`config.mk`:
```
export PLATFORM = sky130hd
export DESIGN_NAME = mitch_mul_rr_scheduler
export DESIGN_NICKNAME = d
export VERILOG_FILES = /design/src/rtl/mitch_mul_rr_scheduler.sv
export SDC_FILE = /design/constraint.sdc
export NUM_CORES = 1
export LEC_CHECK = 0
export ABC_CLOCK_PERIOD_IN_PS = 2700
export BUFFER_PORTS_ARGS = -buffer_cell sky130_fd_sc_hd__buf_2
export CAP_MARGIN = 20
export CELL_PAD_IN_SITES_DETAIL_PLACEMENT = 1
export CELL_PAD_IN_SITES_GLOBAL_PLACEMENT = 1
export CORE_ASPECT_RATIO = 1.4
export CORE_MARGIN = 3
export CORE_UTILIZATION = 25
export CTS_BUF_LIST = sky130_fd_sc_hd__clkbuf_8
export DETAILED_ROUTE_END_ITERATION = 7
export GPL_TIMING_DRIVEN = 0
export PLACE_DENSITY = 0.52
export SLEW_MARGIN = 25
export SYNTH_ARGS = -nofsm -noshare
export SYNTH_HDL_FRONTEND = slang
export SYNTH_SLANG_ARGS = --single-unit
export TNS_END_PERCENT = 50
```
`constraint.sdc`:
```
create_clock -name clk_i -period 2.7 [get_ports clk_i]
set_input_delay 0.27 -clock clk_i [delete_from_list [all_inputs] [get_ports clk_i]]
set_output_delay 0.27 -clock clk_i [all_outputs]
set_load 0.005 [all_outputs]
```
`src/rtl/mitch_mul_rr_scheduler.sv`:
```
// Round-robin scheduler that shares one Mitchell log multiplier among N_REQ requesters; products are tagged and returned through a credit-protected FIFO.
// Build option MITCH_RR_SCHED_OPHOLD_EN: hold multiplier operands on idle cycles instead of clearing them.
module mitch_mul_rr_scheduler #(
  parameter  int N_REQ      = 4,
  parameter  int MUL_LAT    = 2,
  parameter  int FIFO_DEPTH = 4,
  localparam int ID_W       = $clog2(N_REQ)
) (
  input  logic                  clk_i,
  input  logic                  rst_i,
  input  logic [N_REQ-1:0]      req_valid_i,
  output logic [N_REQ-1:0]      req_ready_o,
  input  logic [16*N_REQ-1:0]   req_x_i,
  input  logic [16*N_REQ-1:0]   req_y_i,
  output logic [15:0]           mul_x_o,
  output logic [15:0]           mul_y_o,
  input  logic [31:0]           mul_p_i,
  output logic                  rsp_valid_o,
  input  logic                  rsp_ready_i,
  output logic [ID_W-1:0]       rsp_id_o,
  output logic [31:0]           rsp_p_o,
  output logic                  busy_o
);
  localparam int CW = $clog2(FIFO_DEPTH + 1);
  localparam int PW = $clog2(FIFO_DEPTH);
  localparam logic [CW-1:0] FULL_CREDITS = CW'(FIFO_DEPTH);

  logic [CW-1:0]   credits, credits_nxt;
  logic [ID_W-1:0] last, win;
  logic [ID_W:0]   idx;
  logic            found, issue, pop;

  always_comb begin
    found = 1'b0;
    win   = '0;
    idx   = '0;
    for (int k = 1; k <= N_REQ; k++) begin
      idx = {1'b0, last} + (ID_W+1)'(k);
      if (idx >= (ID_W+1)'(N_REQ)) idx = idx - (ID_W+1)'(N_REQ);
      if (!found && req_valid_i[idx[ID_W-1:0]]) begin
        found = 1'b1;
        win   = idx[ID_W-1:0];
      end
    end
  end

  // A credit guarantees the product a FIFO slot when it emerges.
  assign issue = found && (credits != '0) && !rst_i;
  assign pop   = rsp_valid_o && rsp_ready_i;

  always_comb begin
    req_ready_o = '0;
    if (issue) req_ready_o[win] = 1'b1;
  end

  always_comb begin
    case ({issue, pop})
      2'b10:   credits_nxt = credits - CW'(1);
      2'b01:   credits_nxt = credits + CW'(1);
      default: credits_nxt = credits;
    endcase
  end

  always_ff @(posedge clk_i or posedge rst_i) begin
    if (rst_i) begin
      credits <= FULL_CREDITS;
      last    <= ID_W'(N_REQ - 1);
      busy_o  <= 1'b0;
      mul_x_o <= '0;
      mul_y_o <= '0;
    end else begin
      credits <= credits_nxt;
      busy_o  <= (credits_nxt != FULL_CREDITS);
      if (issue) begin
        last    <= win;
        mul_x_o <= req_x_i[win*16 +: 16];
        mul_y_o <= req_y_i[win*16 +: 16];
      end
`ifdef MITCH_RR_SCHED_OPHOLD_EN
      else begin
        mul_x_o <= mul_x_o;
        mul_y_o <= mul_y_o;
      end
`else
      else begin
        mul_x_o <= '0;
        mul_y_o <= '0;
      end
`endif
    end
  end

  // Stage 0 is the issue register; stage MUL_LAT lines up with mul_p_i.
  logic [MUL_LAT:0]           tag_vld;
  logic [MUL_LAT:0][ID_W-1:0] tag_id;

  always_ff @(posedge clk_i or posedge rst_i) begin
    if (rst_i) begin
      tag_vld <= '0;
      tag_id  <= '0;
    end else begin
      tag_vld[0] <= issue;
      tag_id[0]  <= win;
      for (int k = 1; k <= MUL_LAT; k++) begin
        tag_vld[k] <= tag_vld[k-1];
        tag_id[k]  <= tag_id[k-1];
      end
    end
  end

  logic [ID_W+31:0] mem [FIFO_DEPTH];
  logic [PW-1:0]    wr_ptr, rd_ptr;
  logic [CW-1:0]    mem_cnt;
  logic             push, load;

  assign push = tag_vld[MUL_LAT];
  assign load = (mem_cnt != '0) && (!rsp_valid_o || rsp_ready_i);

  always_ff @(posedge clk_i) begin
    if (push) mem[wr_ptr] <= {tag_id[MUL_LAT], mul_p_i};
  end

  // The head is copied into the output register, so entries never bypass the storage.
  always_ff @(posedge clk_i or posedge rst_i) begin
    if (rst_i) begin
      wr_ptr      <= '0;
      rd_ptr      <= '0;
      mem_cnt     <= '0;
      rsp_valid_o <= 1'b0;
      rsp_id_o    <= '0;
      rsp_p_o     <= '0;
    end else begin
      if (push) wr_ptr <= wr_ptr + PW'(1);
      if (load) rd_ptr <= rd_ptr + PW'(1);
      if (push && !load)      mem_cnt <= mem_cnt + CW'(1);
      else if (load && !push) mem_cnt <= mem_cnt - CW'(1);
      if (load) begin
        rsp_valid_o           <= 1'b1;
        {rsp_id_o, rsp_p_o}   <= mem[rd_ptr];
      end else if (pop) begin
        rsp_valid_o <= 1'b0;
      end
    end
  end
endmodule

```
; Word level (Yosys, flattened, before mapping)
; Memory sizes are Yosys's and may differ from the RTL's. A register that Yosys moved wholly into a read port is not among the register bits.
; Index checks and enable logic that the tools add are counted.
[op_classes]
add_sub_neg = 14
n_mul = 0
div_mod_pow = 0
order_cmp = 10
eq_ne = 3
shift = 2
n_mux = 32
bitwise_logic = 0
n_reduce_logical = 22
[op_table]
columns = operator, count
row1 = $shiftx 64x7->16, 2
row2 = $mux 16, 2
row3 = $mux 2, 8
row4 = $lt 2x3->1 const B, 5
row5 = $mux 1, 13
row6 = $ge 3x3->1 const B, 4
row7 = $logic_and 1x1->1, 10
row8 = $bmux 1 s2, 4
row9 = $sub 2x1->2 const B, 4
row10 = $logic_not 1->1, 7
row11 = $add 2x2->3 const B, 2
row12 = $add 3x1->3 const B, 2
row13 = $mux 3, 2
row14 = $pmux 3 s2, 1
row15 = $reduce_bool 3->1, 2
row16 = $sub 3x1->3 const B, 2
row17 = $add 2x1->2 const B, 2
row18 = $mux 4, 1
row19 = $reduce_bool 2->1, 2
row20 = $add 2x1->3 const B, 1
row21 = $add 2x3->3 const B, 1
row22 = $ne 3x3->1 const B, 1
row23 = $demux 1 s2, 1
row24 = $eq 2x1->1 const B, 1
row25 = 3 further kinds, 3
[totals]
regBits = 55
latchBits = 0
mem_bits_rw = 136
rom_bits = 0
input_bits = 167
output_inout_bits = 72
wordCells = 97
mem_count = 1
[mem_list]
columns = memory, words, width, rd, rd_ports_with_merged_regs, wr, line
row1 = mem, 4, 34, 1, 1, 1, 111  ; logic [ID_W+31:0] mem [FIFO_DEPTH];

; Longest topological paths before layout
; Gate-level depths: netlist (run 1).
[depth]
depth_word = 20
ltp_mapped = 10
ltp_nobuf = 10

; Worst setup path before layout (run 1)
; No wires, ideal clock.
[synth_timing]
kind = register to register
from = register credits[2]
to = register busy_o
setup_time_ps = 125
t_arrival_ps = 2040
required_ps = 2575
slack_ps = 535
stages_incl_launch_ff = 10
path_buffers = 0
synth_period_minus_slack_ps = 2165
path_cell_list = dfstp_2 > nor3_1 > nor3_4 > inv_2 > ha_1 > inv_1 > fa_1 > mux2_2 > nor2_1 > nand2_1
[synth_via]
elab_chain_cells = 6
elab_cells_between_ends = 9
cone_classes = 2 x add/sub / 3 x eq/ne / 1 x mux / 3 x reduce/logical
[synth_rtl]
columns = element, line
row1 = start: declaration, 28  ; logic [CW-1:0] credits, credits_nxt;
row2 = start signal: assignment, 72  ; credits <= credits_nxt;
row3 = $reduce_bool 3->1 *, 48  ; assign issue = found && (credits != '0) && !rst_i;
row4 = $logic_and 1x1->1 * (2 in series), 48
row5 = named net issue, 31  ; logic found, issue, pop;
row6 = $eq 2x1->1 or $eq 2x2->1 (tied branches), 57  ; case ({issue, pop})
row7 = $pmux 3 s2 *, 57
row8 = named net credits_nxt[1], 28
row9 = $ne 3x3->1 *, 73  ; busy_o <= (credits_nxt != FULL_CREDITS);
row10 = end signal: assignment, 73
row11 = end: declaration, 22  ; output logic busy_o
; Mark *: on every way through the listed nets, which the timed path passes. The rest lies on a longest branch.
; A chain may end at the register's enable or synchronous reset.

; Final worst setup path (run 1)
[layout_timing]
from = register last[1]
to = output port req_ready_o[0]
[layout_via]
elab_chain_cells = 20
elab_cells_between_ends = 46
cone_classes = 8 x add/sub / 6 x order compare / 23 x mux / 9 x reduce/logical
[layout_rtl]
columns = element, line
row1 = start: declaration, 29  ; logic [ID_W-1:0] last, win;
row2 = start signal: assignment, 67  ; last <= ID_W'(N_REQ - 1);
row3 = start signal: assignment, 75  ; last <= win;
row4 = $add 2x1->3, 38  ; idx = {1'b0, last} + (ID_W+1)'(k);
row5 = $ge 3x3->1 or $sub 2x1->2 (tied branches), 39  ; if (idx >= (ID_W+1)'(N_REQ)) idx = idx - (ID_W+1)'(N_REQ);
row6 = $mux 2, 39
row7 = $bmux 1 s2, 40  ; if (!found && req_valid_i[idx[ID_W-1:0]]) begin
row8 = $mux 1 (not written as such), 40
row9 = $mux 1, 40
row10 = $logic_not 1->1, 40
row11 = $logic_and 1x1->1, 40
row12 = [... 5 more ...], --
row13 = $logic_and 1x1->1, 40
row14 = $mux 2 *, 40
row15 = named net win[0], 29
row16 = $lt 2x3->1 (not written as such) or $ge 2x1->1 (tied branches), 53  ; if (issue) req_ready_o[win] = 1'b1;
row17 = $logic_and 1x1->1 (not written as such), 53
row18 = $mux 1 (not written as such), 53
row19 = $demux 1 s2 *, 53
row20 = $mux 4 *, 53
row21 = end: declaration, 12  ; output logic [N_REQ-1:0] req_ready_o,
; Mark *: on every way through the listed nets, which the timed path passes. The rest lies on a longest branch. The select of a mux whose other input is x is not followed.

==> results of run 1 <==
==> cells in the mapped netlist, drive strengths merged (2+ instances only) <==
cell type,instances,share of area
o21ai,3,0.0016
nor3,4,0.0034
a21oi,2,0.0015
and2,4,0.0027
mux2i,64,0.070
inv,10,0.0041
xnor2,3,0.0029
ha,6,0.0082
dfstp,3,0.0086
dfrtp,86,0.23
mux4,34,0.083
fa,2,0.0044
nor2,6,0.0024
o22ai,32,0.042
nand2,7,0.0029
mux2,37,0.045
buf,22,0.019
a21o,2,0.0024
clkbuf,2,0.00082
edfxtp,136,0.44
xor2,6,0.0057
==> final timing paths <==
check	depth (start not counted)	slack, ns	endpoint
max in group asynchronous	4	1.74	credits[2]
worst min register to register	0	0.35	tag_id[4]
worst min-delay path	3	0.04	mul_x_o[13]
worst max register to register	7	0.18	mul_x_o[8]
worst max-delay path	5	0.16	req_ready_o[0]
min in group asynchronous	3	0.31	mul_x_o[11]
==> routing by layer <==
metal  part of all wire  wire length, µm
met1               0.36             9160
met2               0.54            13800
met3              0.080             2030
met4              0.023              599
met5                  0                0
==> critical path: stages (launching register included) <==
cell	delay [ns]
sky130_fd_sc_hd__dfstp_2	0.59
sky130_fd_sc_hd__mux2_1	0.35
sky130_fd_sc_hd__a22oi_2	0.30
sky130_fd_sc_hd__nand2_2	0.12
sky130_fd_sc_hd__nor3_1	0.21
sky130_fd_sc_hd__buf_2	0.16
==> cell type report <==
type | count | area share
Sequential cell | 225 | 0.496
Antenna cell | 1 | 0.000197
Multi-Input combinational cell | 222 | 0.211
Clock buffer | 44 | 0.0476
Timing Repair Buffer | 334 | 0.168
Inverter | 10 | 0.00334
Clock inverter | 29 | 0.0117
Buffer | 24 | 0.0153
Tap cell | 462 | 0.0454
==> repair_timing <==
action,CTS,global route
setup endpoints to repair,3,4
hold buffers,84,0
setup buffers,0,11
hold endpoints to repair,192,0
pin swaps,1,2
resized for setup,4,2
==> state kept, by name, indices dropped and copies added, names as in the netlist, 2 cells and up <==
signal / cells
last: 2
rd_ptr: 2
tag_id: 6
wr_ptr: 2
mem_cnt: 3
tag_vld: 3
rsp_id_o: 2
mul_y_o: 16
credits: 3
mem: 136
mul_x_o: 16
rsp_p_o: 32
==> cells by family (layout without fill, tap and decap cells) <==
group | count (synthesis) | in the layout | synth area share
buffers and inverters | 34 | 441 | 0.0239
flip-flops | 225 | 225 | 0.686
XOR/XNOR | 9 | 9 | 0.00857
AND/OR/NAND/NOR | 26 | 26 | 0.0162
AO/OA/AOI/OAI | 44 | 44 | 0.0543
multiplexers | 135 | 135 | 0.198
adder cells (fa/ha/maj) | 8 | 8 | 0.0125
other | 0 | 1 | 0
==> per-stage QoR <==
stage	TNS, ns	utilization	cells	total power, mW
after floorplan	0	-	481	7.76
after global placement	-154.24	0.305	1181	9.26
after detailed placement	-0.0825	0.306	1182	9.32
after CTS	0	0.351	1339	12.7
after global routing	-0.0272	0.353	1350	13.3
final	0	0.353	1351	12.4
==> where the power goes <==
part	switching (mW)	internal [mW]	total, mW
sequential	0.369	4.72	5.09
clock	1.41	1.60	3.01
combinational	2.07	2.25	4.32
==> metrics.log, run 1 <==
INFO  metric run_status = complete, no violations
INFO  metric route.vias.total = 5,804
INFO  metric clock_sinks = 225
INFO  metric finalSetupViolCount = 0
INFO  metric via_count_of_the_first_global_routing_pass = 6,712
INFO  metric drt_drc_violations_left = 0
INFO  metric hold_violations = 0
INFO  metric chipHeight = 233 µm
INFO  metric grt_use_total = 0.130
INFO  metric postSynthNetCount = between 600 and 700
INFO  metric fin_skew = 0.0115 ns
INFO  metric timing.critical_path.required = 2.43 ns
INFO  metric final_common_cell = sky130_fd_sc_hd__buf_2
INFO  metric htree_num_levels = 2
INFO  metric clock_latency = 0.55 ns
INFO  metric drive_above_1_share = 0.495
INFO  metric crit_type = reg -> out
INFO  metric clock_transition_time_at_the_flip_flop_clock_pins_of_the_worst_setup_and_hold_paths = about 0.060 ns
INFO  metric wire_length_of_the_first_global_routing_pass = between 30 and 40 mm
INFO  metric synth-edff-count = 136
INFO  metric via_per_inst = 4.30
INFO  metric finish.net_count = 1,032
INFO  metric floorplan.initialDensity = 0.255
INFO  metric yosys_warnings = 0
INFO  metric multiInputGateArea = 2690 µm²
INFO  metric unrepaired_setup_endpoints_after_global_routing = true
INFO  metric number_of_drc_markers_after_the_initial_detailed_route_iteration = roughly 190
INFO  metric async_reset_ff_frac = 0.396
INFO  metric hold_slack = 0.0427 ns
INFO  metric gp_congestion = 0.813
INFO  metric setup.worst_path.end_class = output port
INFO  metric worstSetupStartpoint = last[1]
INFO  metric fill_cells = 3,799
INFO  metric post_drt_wl_per_cell = 18.9 µm
INFO  metric drt_pass1_iterations = 4
INFO  metric place.detailed.hpwl = 17.3 mm
INFO  metric stdcell_area = 12,700 µm²
INFO  metric fp.dieArea = 39,200 µm²
INFO  metric fin_crit_sh = 0.941
INFO  metric synth_area = 9200 µm²
INFO  metric numPortBuffers = 238
INFO  metric min-delay-start = req_x_i[61]
INFO  metric worst_r2r_startpoint = last[1]
INFO  metric groute.layer.met1.usage = 0.134
INFO  metric layout.cells.most_common_list = sky130_fd_sc_hd__buf_2, sky130_fd_sc_hd__edfxtp_1, sky130_fd_sc_hd__dfrtp_1, sky130_fd_sc_hd__dlygate4sd3_1, sky130_fd_sc_hd__mux2i_1
INFO  metric ys_ff_latch = ~230
INFO  metric data_arrival_critical_path = 2.27 ns
INFO  metric irDropWorstVdd = 0.375 mV
INFO  metric placement.cell_area = 11,000 µm²
INFO  metric worst_margin_slew = 0.697 ns
INFO  metric globalRoute.totalOverflow = 0
INFO  metric grt.busiest_layer = met2
INFO  metric core_area = 36,000 µm²
INFO  metric grtUsageMet3 = 0.0435
INFO  metric min-delay-path-class = in -> reg
INFO  metric synthFlopType = sky130_fd_sc_hd__edfxtp_1
INFO  metric synth_area_per_cell = 19.1 µm²
INFO  metric pre_cts_slack = -0.0825 ns
INFO  metric antenna_left = 0
INFO  metric gr-usage-met2 = 0.247
INFO  metric i_o_pins = about 240
INFO  metric yosys.cell_types.count = 41
INFO  metric timing.final.max_slew_violations = 0
INFO  metric cts-root-to-sink-buffers = 3
INFO  metric cts_made_buffers = 40
INFO  metric cap_viol_max_count = 0
INFO  metric rows = 82
INFO  metric floorplan.die.width = 168 µm
INFO  metric tritoncts_clock_tree = built
INFO  metric worst_slew_margin_rel = 0.535
INFO  metric synthToLayoutAreaGrowth = 38.3%
INFO  metric pin_count_of_the_biggest_net_entering_global_routing = 50
INFO  metric regArea = 6310 µm²
INFO  metric number_of_antenna_violations_at_the_first_check_in_global_routing = 1
INFO  metric fin_crit = about 2.5 ns
INFO  metric pwr_density_cell = 976 nW/µm²
INFO  metric highest_net_fanout_along_the_worst_path = 7
INFO  metric setup.worst_path.start_class = register
INFO  metric max_clock_freq = ~390 MHz
INFO  metric clock-root-buffer = sky130_fd_sc_hd__clkbuf_8
INFO  metric gate_count_of_the_mapped_netlist = 481
INFO  metric worst_slack = 0.159 ns
INFO  metric synth_seq_area_share = 0.686
INFO  metric leakage = 5.34 nW
INFO  metric drt_wl_total = 25.6 mm
Power figures use the tool's default switching activity.
==> run 2, diff against run 1 <==
--- a/config.mk
+++ b/config.mk
@@ -12,11 +12,11 @@
 export CELL_PAD_IN_SITES_GLOBAL_PLACEMENT = 1
 export CORE_ASPECT_RATIO = 1.4
 export CORE_MARGIN = 3
-export CORE_UTILIZATION = 25
+export CORE_UTILIZATION = 41
 export CTS_BUF_LIST = sky130_fd_sc_hd__clkbuf_8
 export DETAILED_ROUTE_END_ITERATION = 7
 export GPL_TIMING_DRIVEN = 0
-export PLACE_DENSITY = 0.52
+export PLACE_DENSITY = 0.78
 export SLEW_MARGIN = 25
 export SYNTH_ARGS = -nofsm -noshare
 export SYNTH_HDL_FRONTEND = slang
==> metrics.log, run 2 (synthesized netlist as in run 1, its figures left out) <==
INFO  metric synthToLayoutAreaGrowth = 30.1%
INFO  metric grt_use_total = 0.196 (+0.0660)
INFO  metric cts-root-to-sink-buffers = 3 (unchanged)
INFO  metric drt_pass1_iterations = 4 (unchanged)
INFO  metric fin_skew = 0.0140 ns (+0.00248 ns)
INFO  metric crit_type = reg -> out
INFO  metric top_regs = mem: 136 flops, rsp_p_o: 32 flops
INFO  metric i_o_pins = 239 (unchanged)
INFO  metric core_area = 21,900 µm² (-39%)
INFO  metric chipHeight = 183 µm (-21%)
INFO  metric hold_violations = 0 (unchanged)
INFO  metric hold_slack = 0.0626 ns (+0.0199 ns)
INFO  metric worst_hold_path.endpoint = mul_y_o[8]
INFO  metric run_status = complete, no violations
INFO  metric numPortBuffers = 238 (unchanged)
INFO  metric drt_drc_violations_left = 0 (unchanged)
INFO  metric via_count_of_the_first_global_routing_pass = 6,725 (+0.19%)
INFO  metric tritoncts_clock_tree = built
INFO  metric reg2regPathDepth = 8 (+1)
INFO  metric htree_num_levels = 2 (unchanged)
INFO  metric fin_crit_sh = 0.939 (-0.00200)
INFO  metric pwr_density_cell = 1010 nW/µm² (+3.7%)
INFO  metric number_of_drc_markers_after_the_initial_detailed_route_iteration = 158 (-16%)
INFO  metric cap_viol_max_count = 0 (unchanged)
INFO  metric gp_congestion = 0.915 (+13%)
INFO  metric via_per_inst = 5.01 (+17%)
INFO  metric highest_net_fanout_along_the_worst_path = 7 (unchanged)
INFO  metric floorplan.initialDensity = 0.419 (+0.164)
INFO  metric timing.final.max_slew_violations = 0 (unchanged)
INFO  metric fp.dieArea = 24,300 µm² (-38%)
INFO  metric largest_register_ffs = 136 (unchanged)
INFO  metric drive_above_1_share = 0.528 (+0.0326)
INFO  metric post_drt_wl_per_cell = 21.3 µm (+12%)
INFO  metric pre_cts_slack = -0.00596 ns (+0.0765 ns)
INFO  metric floorplan.die.width = 133 µm (-21%)
INFO  metric fin_crit = 2.54 ns (-0.00539 ns)
INFO  metric clock_transition_time_at_the_flip_flop_clock_pins_of_the_worst_setup_and_hold_paths = 0.07 ns (about the same)
INFO  metric pin_count_of_the_biggest_net_entering_global_routing = 68 (+36%)
INFO  metric clock_latency = 0.51 ns (-0.04 ns)
INFO  metric worst_margin_slew = 0.717 ns (+0.0205 ns)
INFO  metric place.detailed.hpwl = 17.2 mm (-0.99%)
INFO  metric finalSetupViolCount = 0 (unchanged)
INFO  metric worst_slack = 0.165 ns (+0.00539 ns)
INFO  metric layout.cells.most_common_list = sky130_fd_sc_hd__buf_2, sky130_fd_sc_hd__edfxtp_1, sky130_fd_sc_hd__dfrtp_1, sky130_fd_sc_hd__mux2i_1, sky130_fd_sc_hd__clkbuf_8
INFO  metric timing.critical_path.required = 2.43 ns (about the same)
INFO  metric number_of_antenna_violations_at_the_first_check_in_global_routing = 2 (+1)
INFO  metric finish.net_count = 973 (-5.7%)
INFO  metric power.total = 12.1 mW (-2.4%)
INFO  metric drt_wl_total = 23.8 mm (-7.0%)
INFO  metric r2r_path_end = mem_cnt[1]
INFO  metric final_common_cell = sky130_fd_sc_hd__buf_2
INFO  metric min-delay-path-class = in -> reg
INFO  metric min-delay-start = req_y_i[24]
INFO  metric clock-root-buffer = sky130_fd_sc_hd__clkbuf_8
INFO  metric leakage = 5.05 nW (-5.3%)
INFO  metric antenna_left = 0 (unchanged)
INFO  metric route.vias.total = 5,604 (-3.4%)
INFO  metric reg2reg_slack = 0.28 ns (+0.10 ns)
INFO  metric clock_sinks = 225 (unchanged)
INFO  metric unrepaired_setup_endpoints_after_global_routing = true
INFO  metric worst_r2r_startpoint = mem_cnt[0]
INFO  metric irDropWorstVdd = 0.406 mV (+8.2%)
INFO  metric min_path_cells = 3 (unchanged)
INFO  metric globalRoute.totalOverflow = 0 (unchanged)
INFO  metric max_clock_freq = 394 MHz (+0.21%)
INFO  metric wire_length_of_the_first_global_routing_pass = 36.9 mm (-5.1%)
INFO  metric cts_made_buffers = 36 (-10%)
INFO  metric worst_slew_margin_rel = 0.522 (-0.0137)
INFO  metric setup.worst_path.end_class = output port
INFO  metric register_with_the_highest_flop_count = mem
INFO  metric rows = 64 (-22%)
INFO  metric setup.worst_path.start_class = register
INFO  metric data_arrival_critical_path = 2.27 ns (about the same)
==> run 2: critical path: stages, from the launching register on <==
cell                      delay, ns
sky130_fd_sc_hd__dfstp_2       0.59
sky130_fd_sc_hd__mux2_1        0.35
sky130_fd_sc_hd__a22oi_2       0.32
sky130_fd_sc_hd__nand2_1       0.17
sky130_fd_sc_hd__nor3_1        0.19
sky130_fd_sc_hd__buf_2         0.15
==> run 2: layout make-up <==
cell class              instances  area, µm²
diodes                          1       2.50
plain buffers                  24        191
clock buffers                  39        537
clock inverters                21        151
fillers                      2182       9970
inverters                      10       42.5
multi-input cells             222       2680
flip-flops and latches        225       6310
well taps                     297        372
repair buffers                279       1680
==> run 2: metal layers <==
layer | track usage | routed length, µm
met1 | 0.208 | 8650
met2 | 0.371 | 12900
met3 | 0.0557 | 1600
met4 | 0.0649 | 559
met5 | 0 | 13
==> run 2: repair_timing <==
item / in CTS / in global routing
resized for setup: 0 / 4
setup buffers: 0 / 2
hold buffers: 34 / 0
hold endpoints to repair: 151 / 0
setup endpoints to repair: 0 / 5
==> run 2: power by group <==
group          leakage (nW)  internal (mW)  switching (mW)
registers              2.32           4.71           0.395
logic                  2.34           2.12            2.06
clock network         0.386           1.53            1.29
total                  5.05           8.36            3.75
==> run 2: how the worst max path moves through the flow <==
stage / from / to / slack (ns) / depth (start not counted)
3_3_place_gp: rst_i / rsp_p_o[15] / -1.45 / 2
3_5_place_dp: mem_cnt[0] / mem_cnt[1] / -0.006 / 8
6_report: last[1] / req_ready_o[0] / 0.16 / 5
4_1_cts: mem_cnt[0] / mem_cnt[1] / 0.01 / 8
5_1_grt: last[1] / req_ready_o[0] / -0.02 / 5
2_1_floorplan: rst_i / busy_o / 0.13 / 1
==> run 2: stage by stage <==
step           utilization  setup TNS [ns]  cell area [µm²]  std cells
2_1_floorplan            -               0             9200        481
3_3_place_gp         0.491         -124.58            10800       1016
3_5_place_dp         0.497        -0.00596            10900       1021
4_1_cts              0.544               0            11900       1115
5_1_grt              0.546         -0.0232            12000       1118
6_report             0.546               0            12000       1118
==> run 3, diff against run 2 <==
--- a/config.mk
+++ b/config.mk
@@ -5,14 +5,14 @@
 export SDC_FILE = /design/constraint.sdc
 export NUM_CORES = 1
 export LEC_CHECK = 0
+export ABC_AREA = 1
 export ABC_CLOCK_PERIOD_IN_PS = 2700
 export BUFFER_PORTS_ARGS = -buffer_cell sky130_fd_sc_hd__buf_2
 export CAP_MARGIN = 20
 export CELL_PAD_IN_SITES_DETAIL_PLACEMENT = 1
 export CELL_PAD_IN_SITES_GLOBAL_PLACEMENT = 1
-export CORE_ASPECT_RATIO = 1.4
 export CORE_MARGIN = 3
-export CORE_UTILIZATION = 41
+export CORE_UTILIZATION = 38
 export CTS_BUF_LIST = sky130_fd_sc_hd__clkbuf_8
 export DETAILED_ROUTE_END_ITERATION = 7
 export GPL_TIMING_DRIVEN = 0
==> metrics.log, run 3 <==
INFO  metric run_status = complete, but fails checks
INFO  metric failing_checks = setup timing
INFO  metric clock-root-buffer = sky130_fd_sc_hd__clkbuf_8
INFO  metric yosys_warnings = 0 (unchanged)
INFO  metric post-synth-top-area-cell = sky130_fd_sc_hd__edfxtp_1
INFO  metric pre_cts_slack = -0.370 ns (-0.364 ns)
INFO  metric htree_num_levels = 2 (unchanged)
INFO  metric highest_net_fanout_along_the_worst_path = 10 (+3)
INFO  metric cts-root-to-sink-buffers = 3 (unchanged)
INFO  metric pwr_density_cell = 1260 nW/µm² (+24%)
INFO  metric gr-usage-met2 = 0.418 (+0.0468)
INFO  metric synth_area_per_cell = 10.1 µm² (-47%)
INFO  metric grt_use_total = 0.230 (+0.0337)
INFO  metric grtUsageMet3 = 0.0526 (-0.00310)
INFO  metric fin_tns_setup = -0.0174 ns (-0.0174 ns)
INFO  metric number_of_antenna_violations_at_the_first_check_in_global_routing = 1 (-1)
INFO  metric finish.net_count = 1,521 (+56%)
INFO  metric fin_crit_sh = 1.01 (+0.0675)
INFO  metric gate_count_of_the_mapped_netlist = 971 (+100%)
INFO  metric clock_latency = 0.54 ns (+0.03 ns)
INFO  metric worst_margin_slew = 0.638 ns (-0.0790 ns)
INFO  metric placed_cells = 1,544 (+51%)
INFO  metric unrepaired_setup_endpoints_after_global_routing = true
INFO  metric crit_type = reg -> out
INFO  metric globalRoute.totalOverflow = 0 (unchanged)
INFO  metric wire_length_of_the_first_global_routing_pass = 50.9 mm (+38%)
INFO  metric top_regs = mem: 136 flops, rsp_p_o: 32 flops
INFO  metric rows = 58 (-9.4%)
INFO  metric fin_crit = 2.72 ns (+0.182 ns)
INFO  metric async_reset_ff_frac = 0.396 (unchanged)
INFO  metric stdcell_area = 13,400 µm² (+12%)
INFO  metric fin_skew = 0.0197 ns (+0.00565 ns)
INFO  metric groute.layer.met1.usage = 0.259 (+0.0509)
INFO  metric register_with_the_highest_flop_count = mem
INFO  metric clock_transition_time_at_the_flip_flop_clock_pins_of_the_worst_setup_and_hold_paths = 0.06 ns (about the same)
INFO  metric postSynthNetCount = 1,146 (+75%)
INFO  metric numPortBuffers = 238 (unchanged)
INFO  metric data_arrival_critical_path = 2.45 ns (+0.18 ns)
INFO  metric final_common_cell = sky130_fd_sc_hd__buf_2
INFO  metric setup.worst_path.start_class = register
INFO  metric ys_ff_latch = 225 (unchanged)
INFO  metric yosys-top-cells-area = sky130_fd_sc_hd__edfxtp_1, sky130_fd_sc_hd__dfrtp_1, sky130_fd_sc_hd__nor2_1
INFO  metric synth.most_common_cell = sky130_fd_sc_hd__nor2_1
INFO  metric drt_drc_violations_left = 0 (unchanged)
INFO  metric drt_wl_total = 32.3 mm (+36%)
INFO  metric via_per_inst = 5.02 (about the same)
INFO  metric cap_viol_max_count = 0 (unchanged)
INFO  metric place.detailed.hpwl = 21.1 mm (+23%)
INFO  metric tritoncts_clock_tree = built
INFO  metric synthToLayoutAreaGrowth = 37.1%
INFO  metric floorplan.die.width = 166 µm (+25%)
INFO  metric layout.cells.non_filler = 1,709 (+53%)
INFO  metric drive_above_1_share = 0.282 (-0.246)
INFO  metric fill_cells = 2,891 (+32%)
INFO  metric setup.worst_path.end_class = output port
INFO  metric fp.dieArea = 27,600 µm² (+14%)
INFO  metric drt_pass1_iterations = 5 (+1)
INFO  metric cts_made_buffers = 40 (+11%)
INFO  metric finalSetupViolCount = 1 (+1)
INFO  metric pin_count_of_the_biggest_net_entering_global_routing = 56 (-18%)
INFO  metric synthFlopType = sky130_fd_sc_hd__edfxtp_1
INFO  metric synth_area = 9760 µm² (+6.1%)
INFO  metric floorplan.initialDensity = 0.388 (-0.0317)
INFO  metric worst_slew_margin_rel = 0.575 (+0.0527)
INFO  metric grt.busiest_layer = met2
INFO  metric timing.final.max_slew_violations = 0 (unchanged)
INFO  metric largest_register_ffs = 136 (unchanged)
INFO  metric hold_violations = 0 (unchanged)
INFO  metric power.total = 16.8 mW (+39%)
INFO  metric number_of_drc_markers_after_the_initial_detailed_route_iteration = 466 (+190%)
INFO  metric hold_slack = 0.0403 ns (-0.0223 ns)
INFO  metric yosys_top_cell_area_share = 0.418 (-0.0255)
INFO  metric max_clock_freq = 368 MHz (-6.7%)
INFO  metric reg2reg_slack = 0.01 ns (-0.27 ns)
INFO  metric synth-edff-count = 136 (unchanged)
INFO  metric irDropWorstVdd = 0.625 mV (+54%)
INFO  metric layout.cells.most_common_list = sky130_fd_sc_hd__buf_2, sky130_fd_sc_hd__nor2_1, sky130_fd_sc_hd__edfxtp_1, sky130_fd_sc_hd__inv_1, sky130_fd_sc_hd__nand2_1
INFO  metric leakage = 6.09 nW (+21%)
INFO  metric synthTopCellsByCount = sky130_fd_sc_hd__nor2_1, sky130_fd_sc_hd__edfxtp_1, sky130_fd_sc_hd__nand2_1, sky130_fd_sc_hd__inv_1, sky130_fd_sc_hd__dfrtp_1
INFO  metric clock_sinks = 225 (unchanged)
INFO  metric finish.utilization = 0.531 (-0.0143)
INFO  metric yosys.cell_types.count = 34 (-17%)
INFO  metric antenna_left = 0 (unchanged)
INFO  metric core_area = 25,200 µm² (+15%)
INFO  metric i_o_pins = 239 (unchanged)
INFO  metric chipHeight = 166 µm (-9.3%)
INFO  metric timing.critical_path.required = 2.43 ns (about the same)
INFO  metric worst_slack = -0.0174 ns (-0.182 ns)
INFO  metric gp_congestion = 0.894 (-2.3%)
INFO  metric synth_seq_area_share = 0.647 (-0.0394)
INFO  metric post_drt_wl_per_cell = 18.9 µm (-11%)
INFO  metric min-delay-path-class = in -> reg
INFO  metric route.vias.total = 8,574 (+53%)
INFO  metric via_count_of_the_first_global_routing_pass = 9,687 (+44%)
INFO  metric placement.cell_area = 11,500 µm² (+5.4%)
## run 3: worst max-delay path: stages, from the launching register on
cell	delay, ns
sky130_fd_sc_hd__dfstp_2	0.54
sky130_fd_sc_hd__buf_6	0.13
sky130_fd_sc_hd__inv_8	0.05
sky130_fd_sc_hd__nand2_2	0.06
sky130_fd_sc_hd__nand2_2	0.07
sky130_fd_sc_hd__nand2_1	0.09
sky130_fd_sc_hd__nand2_2	0.08
sky130_fd_sc_hd__o21ai_1	0.14
sky130_fd_sc_hd__nand2_1	0.08
sky130_fd_sc_hd__nand2_2	0.08
sky130_fd_sc_hd__nand2_4	0.10
sky130_fd_sc_hd__clkbuf_8	0.19
sky130_fd_sc_hd__nor2_1	0.15
sky130_fd_sc_hd__buf_2	0.15
## run 3: cell families (layout without fill, tap and decap cells)
kind of cell	after synthesis	after routing	synth area share
muxes	2	2	0.00231
and+or+nand+nor	435	435	0.192
xor gates and xnor gates	6	6	0.00538
adders and majority gates	8	8	0.0118
AOI/OAI and AO/OA	129	129	0.0718
buffers and inverters	166	573	0.0702
DFF	225	225	0.647
other	0	1	0
## run 3: power breakdown
group | internal (mW) | switching (mW) | leakage, nW | total, mW
clock network | 1.79 | 1.44 | 0.467 | 3.23
registers | 4.83 | 0.443 | 2.31 | 5.28
logic | 3.02 | 5.31 | 3.32 | 8.34
## run 3: path summary, 6_finish.rpt
kind	startpoint	end	cells past startpoint
worst max-delay path	last[0]	req_ready_o[2]	13
max in group asynchronous	rst_i	credits[2]	4
min in group asynchronous	rst_i	mul_x_o[10]	3
worst min-delay path	rsp_ready_i	rsp_valid_o	4
worst min register to register	tag_id[1]	tag_id[3]	0
worst max register to register	last[0]	busy_o	15
## run 3: what timing repair did
item,4_1_cts,5_1_grt
setup endpoints to repair,8,7
cloned,1,0
hold buffers,67,0
gates resized for setup,48,16
endpoints found under the hold margin,178,0
pin swaps,17,11
buffers inserted,19,4
## run 3: routing by layer
metal | share of wire | vias up | routed length [µm]
met5 | 0 | - | 0
met4 | 0.037 | 0 | 1190
met2 | 0.51 | 315 | 16600
li1 | - | 3993 | -
met3 | 0.064 | 83 | 2070
met1 | 0.38 | 4183 | 12400
## run 3: cell type report
type | count | area (µm²) | area share
timing repair buffer | 334 | 2170 | 0.162
buffer | 53 | 304 | 0.0227
antenna | 1 | 2.50 | 0.000187
clock inverter | 34 | 256 | 0.0192
sequential | 225 | 6310 | 0.472
multi-input combinational | 580 | 2930 | 0.219
tap | 330 | 413 | 0.0309
inverter | 112 | 443 | 0.0331
clock buffer | 40 | 551 | 0.0411
